--- config.mk ---
export PLATFORM = sky130hd
export DESIGN_NAME = nx_fifo_rd_unpack
export DESIGN_NICKNAME = d
export VERILOG_FILES = /design/src/rtl/nx_fifo_rd_unpack.sv
export SDC_FILE = /design/constraint.sdc
export NUM_CORES = 1
export LEC_CHECK = 0
export BUFFER_PORTS_ARGS = -buffer_cell sky130_fd_sc_hd__buf_2
export CORE_ASPECT_RATIO = 1.2
export CORE_MARGIN = 2
export CORE_UTILIZATION = 55
export DETAILED_ROUTE_END_ITERATION = 6
export GPL_TIMING_DRIVEN = 0
export PLACE_DENSITY = 0.78
export SYNTH_ARGS = -nofsm -noshare
export SYNTH_HDL_FRONTEND = slang
export SYNTH_SLANG_ARGS = --single-unit
--- constraint.sdc ---
create_clock -name clk -period 1.94 [get_ports clk]
set_input_delay 0 -clock clk [delete_from_list [all_inputs] [get_ports clk]]
set_output_delay 0 -clock clk [all_outputs]
set_load 0.01 [all_outputs]
--- src/rtl/nx_fifo_rd_unpack.sv ---
// Pops wide words from a show-ahead FIFO and emits them as narrow valid/ready
// slices, holding one word in flight plus one prefetched word.
module nx_fifo_rd_unpack #(
    parameter int IN_WIDTH      = 64,
    parameter int OUT_WIDTH     = 16,
    parameter int RATIO         = 4,
    parameter bit LSB_FIRST     = 1'b1,
    parameter int ERR_CNT_WIDTH = 16
) (
    input  logic                     clk,
    input  logic                     rst_n,
    input  logic                     clear,
    input  logic                     fifo_empty,
    input  logic [IN_WIDTH-1:0]      fifo_rdata,
    input  logic                     fifo_rerr,
    output logic                     fifo_ren,
    output logic                     out_valid,
    input  logic                     out_ready,
    output logic [OUT_WIDTH-1:0]     out_data,
    output logic                     out_last,
    output logic                     out_err,
    output logic [ERR_CNT_WIDTH-1:0] err_words
);

    localparam int               IDX_W    = $clog2(RATIO);
    localparam logic [IDX_W-1:0] IDX_LAST = IDX_W'(RATIO - 1);

    if (RATIO < 2) begin : g_bad_ratio
        $error("nx_fifo_rd_unpack: RATIO must be >= 2");
    end
    if (IN_WIDTH != RATIO * OUT_WIDTH) begin : g_bad_width
        $error("nx_fifo_rd_unpack: IN_WIDTH must equal RATIO*OUT_WIDTH");
    end

    logic                     run_q;
    logic                     cur_vld_q,  cur_vld_d;
    logic [IN_WIDTH-1:0]      cur_word_q, cur_word_d;
    logic                     cur_err_q,  cur_err_d;
    logic [IDX_W-1:0]         idx_q,      idx_d;
    logic                     nxt_vld_q,  nxt_vld_d;
    logic [IN_WIDTH-1:0]      nxt_word_q, nxt_word_d;
    logic                     nxt_err_q,  nxt_err_d;
    logic [ERR_CNT_WIDTH-1:0] err_words_q, err_words_d;

    logic acc;
    logic release_cur;
    logic cur_free;

    // Slice table in emission order, so out_data is a plain index by idx_q.
    logic [OUT_WIDTH-1:0] slices [RATIO];
    for (genvar i = 0; i < RATIO; i++) begin : g_slice
        if (LSB_FIRST) begin : g_lsb
            assign slices[i] = cur_word_q[i*OUT_WIDTH +: OUT_WIDTH];
        end else begin : g_msb
            assign slices[i] = cur_word_q[(RATIO-1-i)*OUT_WIDTH +: OUT_WIDTH];
        end
    end

    // Pop depends only on registers, fifo_empty and clear -- never on out_ready.
    assign fifo_ren    = run_q & ~fifo_empty & ~nxt_vld_q & ~clear;
    assign out_valid   = cur_vld_q & ~clear;
    assign out_data    = slices[idx_q];
    assign out_last    = (idx_q == IDX_LAST);
    assign out_err     = cur_err_q;
    assign err_words   = err_words_q;

    assign acc         = out_valid & out_ready;
    assign release_cur = acc & (idx_q == IDX_LAST);
    assign cur_free    = ~cur_vld_q | release_cur;

    always_comb begin
        // NOTE: every _d is given its hold value first, so no branch can infer a latch.
        cur_vld_d   = cur_vld_q;
        cur_word_d  = cur_word_q;
        cur_err_d   = cur_err_q;
        idx_d       = idx_q;
        nxt_vld_d   = nxt_vld_q;
        nxt_word_d  = nxt_word_q;
        nxt_err_d   = nxt_err_q;
        err_words_d = err_words_q;

        if (clear) begin
            cur_vld_d = 1'b0;
            nxt_vld_d = 1'b0;
            idx_d     = '0;
        end else begin
            if (acc) begin
                idx_d = (idx_q == IDX_LAST) ? '0 : idx_q + 1'b1;
            end

            if (cur_free) begin
                if (nxt_vld_q) begin
                    cur_vld_d  = 1'b1;
                    cur_word_d = nxt_word_q;
                    cur_err_d  = nxt_err_q;
                    nxt_vld_d  = 1'b0;
                end else if (fifo_ren) begin
                    cur_vld_d  = 1'b1;
                    cur_word_d = fifo_rdata;
                    cur_err_d  = fifo_rerr;
                end else begin
                    cur_vld_d  = 1'b0;
                end
            end

            // A pop lands in the prefetch slot unless it went straight into cur.
            if (fifo_ren && (!cur_free || nxt_vld_q)) begin
                nxt_vld_d  = 1'b1;
                nxt_word_d = fifo_rdata;
                nxt_err_d  = fifo_rerr;
            end
        end

        if (fifo_ren && fifo_rerr && (err_words_q != '1)) begin
            err_words_d = err_words_q + 1'b1;
        end
    end

    // NOTE: non-blocking assignments so every register samples pre-edge values.
    always_ff @(posedge clk or negedge rst_n) begin
        if (!rst_n) begin
            run_q       <= 1'b0;
            cur_vld_q   <= 1'b0;
            // NOTE: the word holders are plain flops, not a RAM, so they take the reset too.
            cur_word_q  <= '0;
            cur_err_q   <= 1'b0;
            idx_q       <= '0;
            nxt_vld_q   <= 1'b0;
            nxt_word_q  <= '0;
            nxt_err_q   <= 1'b0;
            err_words_q <= '0;
        end else begin
            run_q       <= 1'b1;
            cur_vld_q   <= cur_vld_d;
            cur_word_q  <= cur_word_d;
            cur_err_q   <= cur_err_d;
            idx_q       <= idx_d;
            nxt_vld_q   <= nxt_vld_d;
            nxt_word_q  <= nxt_word_d;
            nxt_err_q   <= nxt_err_d;
            err_words_q <= err_words_d;
        end
    end

endmodule

Yosys cells after proc, flatten, opt, wreduce, memory -nomap -nowiden
Index checks and enable logic that the tools add are counted.

operators by class
  $add $sub $neg = 2
  order comparisons = 1
  equal/unequal tests = 2
  multiplexer cells = 17
  bitwise logic cells = 12
  reductions and logical operators = 11

operators by type and width
  cell                                           number
  two-way mux 64 bit                             2
  binary-select mux 16 bit (select 2 bit)        1
  two-way mux 16 bit                             2
  adder 16 x 1 -> 16 bit, second input constant  1
  != test 16 bit, second input constant          1
  two-way mux 1 bit                              9
  bitwise AND 1 bit                              6
  two-way mux 2 bit                              3
  nonzero test 2 bit                             3
  NOT 1 bit                                      4
  >= comparator 3 bit, second input constant     1
  logical AND 1 bit                              3
  NOT 2 -> 3 bit                                 1
  AND reduction 3 bit                            1
  nonzero test 3 bit                             1
  adder 2 x 1 -> 2 bit, second input constant    1
  == test 2 bit, second input constant           1
  AND reduction 2 bit                            1
  zero test 1 bit                                1
  logical OR 1 bit                               1
  OR 1 bit                                       1

storage, ports and cells
  register bits after elaboration = 151
  input port bits = 70
  output and inout bits = 36
  word-level logic and storage cells = 54

Longest topological paths before layout
Gate-level depths: netlist of run 1.

  word-level depth = 10
  gate-level depth with buffers = 7
  mapped depth without buffers = 5

Least setup slack after synthesis of run 1
No wires, ideal clock.

  path kind = register -> register
  start point = register nxt_vld_q
  end point = register nxt_word_q[13]
  library setup time = 125 ps
  data arrival time = 1701 ps
  path slack = 113 ps
  stages on the path, launching flop included = 7
  buffers on the path = 3
  cells stage by stage = dfrtp_1 > clkbuf_1 > nor4b_4 > o211ai_1 > buf_4 > buf_6 > mux2_4

on the way
  longest elaborated chain between the ends = 5
  elaborated cells on any way between the ends = 6
  those cells by class = bitwise: 3; reduce/logical: 3

ends and longest elaborated chain
  item                                  RTL line  text
  start, declared                       40        logic nxt_vld_q, nxt_vld_d;
  start signal, assigned                138       nxt_vld_q <= nxt_vld_d;
  NOT 1 bit                             60        assign fifo_ren = run_q & ~fifo_empty & ~nxt_vld_q & ~clear;
  bitwise AND 1 bit (2 in a row)        60
  named net fifo_ren                    16        output logic fifo_ren,
  logical AND 1 bit                     107       if (fifo_ren && (!cur_free || nxt_vld_q)) begin
  AND reduction 2 bit (no source line)  n/a
  end signal, assigned                  139       nxt_word_q <= nxt_word_d;
  end, declared                         41        logic [IN_WIDTH-1:0] nxt_word_q, nxt_word_d;

The timed path passes the listed nets, and every way through them passes these cells.
A chain may end at the register's enable or synchronous reset.

Worst setup path after layout of run 1
  start point = register idx_q[0]
  end point = output port out_data[12]

on the way
  longest elaborated chain between the ends = 4

ends and longest elaborated chain
  item                                                   RTL line  text
  start, declared                                        39        logic [IDX_W-1:0] idx_q, idx_d;
  start signal, assigned                                 137       idx_q <= idx_d;
  NOT 2 -> 3 bit (implied by the code)                   62        assign out_data = slices[idx_q];
  binary-select mux 16 bit (select 2 bit)                62
  two-way mux 16 bit (implied by the code) (2 in a row)  62
  end, declared                                          19        output logic [OUT_WIDTH-1:0] out_data,

No other way between the ends. The select of a mux whose other input is x is not followed.

==> Flow_metrics.wiki, run 1 <==
{| class="wikitable"
! Metric !! Value
|-
| Max-slew violation total from the final report || 0
|-
| First-pass GRT wire length || 28.72 mm
|-
| Vias || 5130
|-
| Avg Cell Area, Syn || 13.04 µm²
|-
| Diode count || 0
|-
| Placer's final routability congestion estimate || 0.8834
|-
| Average via count per standard cell || 5.650
|-
| Total standard cell area after synthesis || 0.006963 mm²
|-
| Detail Route Antenna Nets || 0
|-
| Clock input transition at the sequential cells of the worst setup and hold paths || 0.06 ns
|-
| Cell area after layout || 0.009160 mm²
|-
| Maximum vdd ir drop || 0.6861 mV
|-
| Final Util || 0.7328
|-
| Remaining DRCs || 0
|-
| Overall fraction of global-route tracks in use || 0.2782
|-
| Floorplan row count || 45
|-
| Met3 usage in global routing || 0.05561
|-
| Arrival time at the worst endpoint || 1.88 ns
|-
| Maximum number of pins on one net before global-route repair || 86
|-
| Number of flops mapped to enable cells by yosys || 0
|-
| Area overhead of the layout relative to synthesis || 31.55%
|-
| Endpoints failing hold || 0
|-
| Die span in x || 106.7 µm
|-
| Max-cap violations || 0
|-
| Maximum clock frequency || 532.9 MHz
|-
| CTS tree || done
|-
| Main synth FF type || sky130_fd_sc_hd__dfrtp_1
|-
| Post-layout instance count excluding filler cells || 908
|-
| Unrepaired setup endpoints after global routing || true
|-
| Number of antenna violations at the first check in global routing || 0
|-
| Wire length per cell || 19.30 µm
|-
| Maximum clock path buffer count || 2
|-
| Synthesized netlist cell count || 534
|-
| Floorplan Core Area || 0.01250 mm²
|-
| Worst-path maximum fanout || 10
|-
| Effective utilization at floorplan || 0.5571
|-
| Commonest non-fill, non-tap cell in the layout || sky130_fd_sc_hd__dfrtp_1
|-
| Worst hold path class || input port to async pin
|-
| Grt ovf || 0
|-
| Final critical-path share of the clock period || 0.9674
|-
| Portion of the post-synthesis area used by sequential elements || 0.5427
|-
| Number of flip-flops and latches in the synthesized netlist || 151
|-
| HPWL after detailed placement || 11.75 mm
|-
| Worst Max-Slew Pin Slew || 0.6940 ns
|-
| Syn_nets || 606
|-
| Result of the run || completed
|-
| Die Ht || 127.3 µm
|-
| Category of the critical setup timing path || register to output pin
|-
| Final min period || 1.877 ns
|-
| Commonest cells after routing, fill and taps aside || sky130_fd_sc_hd__dfrtp_1, sky130_fd_sc_hd__buf_2, sky130_fd_sc_hd__nor2_1, sky130_fd_sc_hd__dlygate4sd3_1, sky130_fd_sc_hd__a21oi_1
|-
| Crit path launch type || register
|-
| Total power divided by cell area || 1086 mW/mm²
|-
| Total wire length after detailed routing || 17.52 mm
|-
| Setup-violating endpoint count in the final report || 0
|-
| Count of TritonRoute iterations in the first routing pass || 6
|-
| Total of buffers placed on input and output ports || 105
|-
| Buffer cell driving the clock tree root || sky130_fd_sc_hd__clkbuf_16
|-
| I/O pins || 106
|-
| Total of fill cells in the finished design || 803
|-
| Via count of the first global-routing pass || 5513
|-
| Number of buffers added by the clock tree synthesis step || 17
|-
| Iteration-0 DRC Markers || 333
|-
| Setup total negative slack || 0 ns
|-
| Total placed instance area || 0.007727 mm²
|-
| Area of the die || 0.01358 mm²
|-
| Met1 Use GR || 0.3457
|-
| Clock Latency Late Sink || 0.43 ns
|-
| Met2 Usage GRT || 0.4773
|-
| Count of cell types in the netlist || 35
|-
| Worst slew slack as a fraction of its limit || 0.5373
|-
| Sinks on the clock net || 151
|-
| Placed Cells || 804
|-
| Critical path capture point type || output pin
|-
| Layer with the highest usage || met2
|-
| Asr flop ratio synth || 1.000
|-
| Worst path required time || 1.94 ns
|-
| Static leakage power || 0.004228 µW
|-
| Number of nets in the layout || 803
|-
| H-Tree Depth || 4
|-
| Fraction of final layout cells sized beyond drive strength 1 || 0.3495
|-
| Yosys warnings || 0
|-
| Worst setup skew after layout || 0.009650 ns
|}
==> metrics by stage <==
| stage | hold WS, ns | total power (µW) | worst slack (ns) |
|---|---|---|---|
| 5_1_grt | 0.1639 | 10360 | -0.02005 |
| 3_3_place_gp | 0.2475 | 6130 | -1.160 |
| 3_5_place_dp | 0.03956 | 6261 | -0.1801 |
| 2_1_floorplan | -0.2956 | 5550 | 0.1134 |
| 4_1_cts | 0.1127 | 9927 | 0.01644 |
| 6_report | 0.1459 | 9949 | 0.06333 |
==> worst paths after layout <==
kind / from / slack (ns) / cells past startpoint / to
min in group clk: fifo_empty / 0.15 / 4 / nxt_vld_q
worst max register to register: idx_q[0] / 0.08 / 7 / nxt_word_q[22]
worst min register to register: err_words[7] / 0.51 / 1 / err_words[7]
worst max-delay path: idx_q[0] / 0.06 / 4 / out_data[12]
worst min-delay path: rst_n / 0.15 / 2 / nxt_word_q[39]
max in group asynchronous: rst_n / 0.98 / 3 / nxt_word_q[55]
==> layout make-up <==
type,count,area [µm²],area share
plain buffers,31,216.5,0.02363
clock inverters,7,112.6,0.01229
well taps,164,205.2,0.02240
repair buffers,180,1287,0.1406
multi-input cells,348,3027,0.3304
clock buffers,25,525.5,0.05737
flip-flops and latches,151,3779,0.4125
inverters,2,7.507,0.0008196
==> power by group <==
group	internal (µW)	switching, µW
Sequential	3930	555
Combinational	1130	784
Clock	2260	1290
==> Yosys cell counts (all sizes together), types with 3 or more instances <==
master	count	share of area
nand4	6	0.0054
a21oi	67	0.048
nor3	9	0.0065
buf	27	0.024
nand2	8	0.0043
xor2	11	0.014
nor2	70	0.038
mux2i	65	0.093
dfrtp	151	0.54
mux4	16	0.052
nor3b	3	0.0032
mux2	67	0.14
nand3	5	0.0036
clkbuf	6	0.0032
==> logic make-up after synthesis <==
family,synth area share
other,0.0005386
multiplexers,0.2805
adder cells (fa/ha/maj),0.003593
XOR/XNOR,0.01509
buffers and inverters,0.02821
AO/OA/AOI/OAI,0.05607
flip-flops,0.5427
AND/OR/NAND/NOR,0.07332
==> sequential cells by signal, indices dropped and copies added, names as in the netlist <==
name        flops
cur_vld_q       1
cur_word_q     64
err_words      16
idx_q           2
nxt_err_q       1
nxt_vld_q       1
nxt_word_q     64
out_err         1
run_q           1
==> critical path: stages, from the launching register on <==
cell and delay (ns):
sky130_fd_sc_hd__dfrtp_1 0.37, sky130_fd_sc_hd__buf_6 0.19, sky130_fd_sc_hd__buf_8 0.19, sky130_fd_sc_hd__mux4_2 0.55, sky130_fd_sc_hd__buf_2 0.16
==> metal layers <==
metal  vias to the layer above  wire (µm)
met5                         -          0
met3                        38       1003
met4                         0        517
met1                      2586       6977
met2                       204       9025
li1                       2302          -
==> what timing repair did <==
action / 4_1_cts / 5_1_grt
pin swaps: 2 / 1
buffers inserted: 5 / 0
hold endpoints to repair: 201 / 0
gates resized for setup: 10 / 12
setup endpoints to repair: 136 / 118
hold buffers: 69 / 0
Power figures use the tool's default switching activity.
==> run 2: changes to the inputs <==
==> constraint.sdc (replaced) <==
create_clock -name clk -period 1.94 [get_ports clk]
set_input_delay 0 -clock clk [delete_from_list [all_inputs] [get_ports clk]]
set_output_delay 0 -clock clk [all_outputs]
set_load 0.05 [all_outputs]
==> run 2 against run 1 <==
Compared with the run above:
- the flow now finishes with violations (setup timing)
- non-clock buffer count grew 4
- sequential share of layout area shrank 0.44 points
- total power increased by 5.3%
- hold slack improved by 0.037 ns
- largest cell class unchanged
- sequential power about the same
- die area stayed put
- clock power is essentially flat
- register-to-register slack worse by 0.09 ns
- count of clock-buffer cells in the layout is 4 lower
- first-iteration DRC count is 18% lower
- highest routed layer unchanged
- wire length is 4.3% higher
==> Flow_metrics.wiki, run 2 (synthesized netlist as in run 1, its figures left out) <==
{| class="wikitable"
! Metric !! Value
|-
| Result of the run || finished, violations left
|-
| Failing checks || setup timing
|-
| Area overhead of the layout relative to synthesis || 32.97%
|-
| Depth of the most critical reg-to-reg path || 6
|-
| Maximum number of pins on one net before global-route repair || 81
|-
| H-Tree Depth || 4
|-
| Grt ovf || 0
|-
| Capturing instance or port of the critical path || nxt_word_q[58]
|-
| Unrepaired setup endpoints after global routing || true
|-
| Remaining DRCs || 0
|-
| Floorplan Core Area || 0.01250 mm²
|-
| Die span in x || 106.7 µm
|-
| Fraction of final layout cells sized beyond drive strength 1 || 0.3636
|-
| Floorplan row count || 45
|-
| Arrival time at the worst endpoint || 2.26 ns
|-
| Category of the critical setup timing path || register to register
|-
| Worst setup margin || -0.01435 ns
|-
| Crit Reg-Reg Startpoint || idx_q[0]
|-
| I/O pins || 106
|-
| Instance count on the critical path || 6
|-
| Number of nets in the layout || 807
|-
| Total of fill cells in the finished design || 779
|-
| Total wire length after detailed routing || 18.28 mm
|-
| First-pass GRT wire length || 28.19 mm
|-
| End of the worst register-to-register path || nxt_word_q[58]
|-
| Vias || 5230
|-
| Slowest-stage cell, CP || sky130_fd_sc_hd__dfrtp_1
|-
| Clock input transition at the sequential cells of the worst setup and hold paths || 0.06 ns
|-
| Worst Max-Slew Pin Slew || 0.7283 ns
|-
| Placed Cells || 804
|-
| Max-slew violation total from the final report || 0
|-
| Final hold slack || 0.1828 ns
|-
| Die Ht || 127.3 µm
|-
| HPWL after detailed placement || 11.61 mm
|-
| Cell area after layout || 0.009259 mm²
|-
| Total of buffers placed on input and output ports || 105
|-
| CTS tree || done
|-
| Number of antenna violations at the first check in global routing || 0
|-
| Maximum clock frequency || 511.7 MHz
|-
| Final min period || 1.954 ns
|-
| First element of the critical path || idx_q[0]
|-
| Final critical-path share of the clock period || 1.007
|-
| Maximum vdd ir drop || 0.7375 mV
|-
| Endpoints failing hold || 0
|-
| Count of TritonRoute iterations in the first routing pass || 5
|-
| Buffer cell driving the clock tree root || sky130_fd_sc_hd__clkbuf_16
|-
| Total placed instance area || 0.007775 mm²
|-
| Iteration-0 DRC Markers || 272
|-
| Area of the die || 0.01358 mm²
|-
| Commonest cells after routing, fill and taps aside || sky130_fd_sc_hd__dfrtp_1, sky130_fd_sc_hd__buf_2, sky130_fd_sc_hd__nor2_1, sky130_fd_sc_hd__dlygate4sd3_1, sky130_fd_sc_hd__a21oi_1
|-
| Worst slew slack as a fraction of its limit || 0.5145
|-
| Critical path capture point type || register
|-
| Wire length per cell || 20.04 µm
|-
| Maximum clock path buffer count || 2
|-
| Worst hold path class || input port to async pin
|-
| Via count of the first global-routing pass || 5423
|-
| Worst-path maximum fanout || 10
|-
| Clock Latency Late Sink || 0.43 ns
|-
| Crit path launch type || register
|-
| Static leakage power || 0.004241 µW
|-
| Diode count || 0
|-
| Total power divided by cell area || 1132 mW/mm²
|-
| Post-layout instance count excluding filler cells || 912
|-
| Commonest non-fill, non-tap cell in the layout || sky130_fd_sc_hd__dfrtp_1
|-
| Setup slack of the most critical reg-to-reg path || -0.01 ns
|-
| Worst setup slack before clock tree synthesis || -0.05734 ns
|-
| Cell with the most instances on the worst path || sky130_fd_sc_hd__buf_6
|-
| Average via count per standard cell || 5.735
|-
| Worst path required time || 2.24 ns
|-
| Crit path buf inv count || 2
|-
| Sinks on the clock net || 151
|-
| Overall fraction of global-route tracks in use || 0.2736
|-
| Effective utilization at floorplan || 0.5571
|-
| Worst stage delay on the critical path || 0.40 ns
|-
| Setup-violating endpoint count in the final report || 13
|-
| Worst setup skew after layout || 0.01147 ns
|-
| Placer's final routability congestion estimate || 0.8348
|-
| Cell family contributing the most delay on the critical path || buffers and inverters
|-
| Number of buffers added by the clock tree synthesis step || 17
|-
| Detail Route Antenna Nets || 0
|-
| Worst path cell trace || ha_2 > nand2_2 > o211ai_1 > buf_6 > buf_6 > mux2_4
|-
| Max-cap violations || 0
|}
-- run 2: cell count changes in the layout (fill, tap and decap cells not counted), moves of 2 or more --
cell                         before  now
sky130_fd_sc_hd__buf_2          119  115
sky130_fd_sc_hd__buf_4            5    9
sky130_fd_sc_hd__buf_6            9    6
sky130_fd_sc_hd__buf_8            1    4
sky130_fd_sc_hd__clkbuf_4         2    6
sky130_fd_sc_hd__clkbuf_8         7    2
sky130_fd_sc_hd__clkinv_2         3    1
sky130_fd_sc_hd__clkinvlp_4       1    5
sky130_fd_sc_hd__nor3_1           9    5
sky130_fd_sc_hd__nor3_2           0    4
sky130_fd_sc_hd__nor3b_1          2    0
sky130_fd_sc_hd__nor3b_2          1    3
-- run 2: what timing repair did --
| action | 4_1_cts | 5_1_grt |
|---|---|---|
| hold endpoints to repair | 206 | 0 |
| setup buffers | 1 | 6 |
| resized for setup | 10 | 26 |
| endpoints found under the setup margin | 106 | 128 |
| pin swaps | 1 | 3 |
| hold buffers | 69 | 0 |
-- run 2: worst min-delay path by stage --
stage	startpoint	end	slack, ns	cells after the start
floorplan	rst_n	cur_vld_q	-0.30	0
global placement	fifo_rdata[60]	nxt_word_q[60]	0.25	2
detailed placement	rst_n	err_words[4]	0.06	1
CTS	fifo_empty	nxt_vld_q	0.09	4
global route	fifo_empty	err_words[3]	0.19	5
finish	rst_n	err_words[4]	0.18	2
-- run 2: final cells by class --
class                      count  area (µm²)  area share
clock inverter                11       171.4     0.01851
sequential                   151        3779      0.4081
buffer                        33       252.7     0.02730
inverter                       2       7.507   0.0008108
tap                          164       205.2     0.02216
timing repair buffer         182        1320      0.1426
clock buffer                  21       460.4     0.04973
multi-input combinational    348        3063      0.3308
-- run 2: metrics by stage --
stage                       util  power [µW]   TNS, ns
after floorplan                -        5985    -15.29
after global routing      0.7407       10850    -2.544
after global placement    0.6193        6574   -178.74
final                     0.7407       10480  -0.08644
after detailed placement  0.6220        6706    -1.701
after CTS                 0.7308       10390         0
-- run 2: routing by layer --
metal / global-route usage / share of wire
met5: 0 / 0
met4: 0.1192 / 0.042
met3: 0.05561 / 0.051
met2: 0.4683 / 0.51
met1: 0.3372 / 0.39
-- run 2: power by group --
group	internal (µW)	switching, µW	total, µW
clock network	2220	1350	3580
logic	1150	1250	2400
registers	3930	574	4500
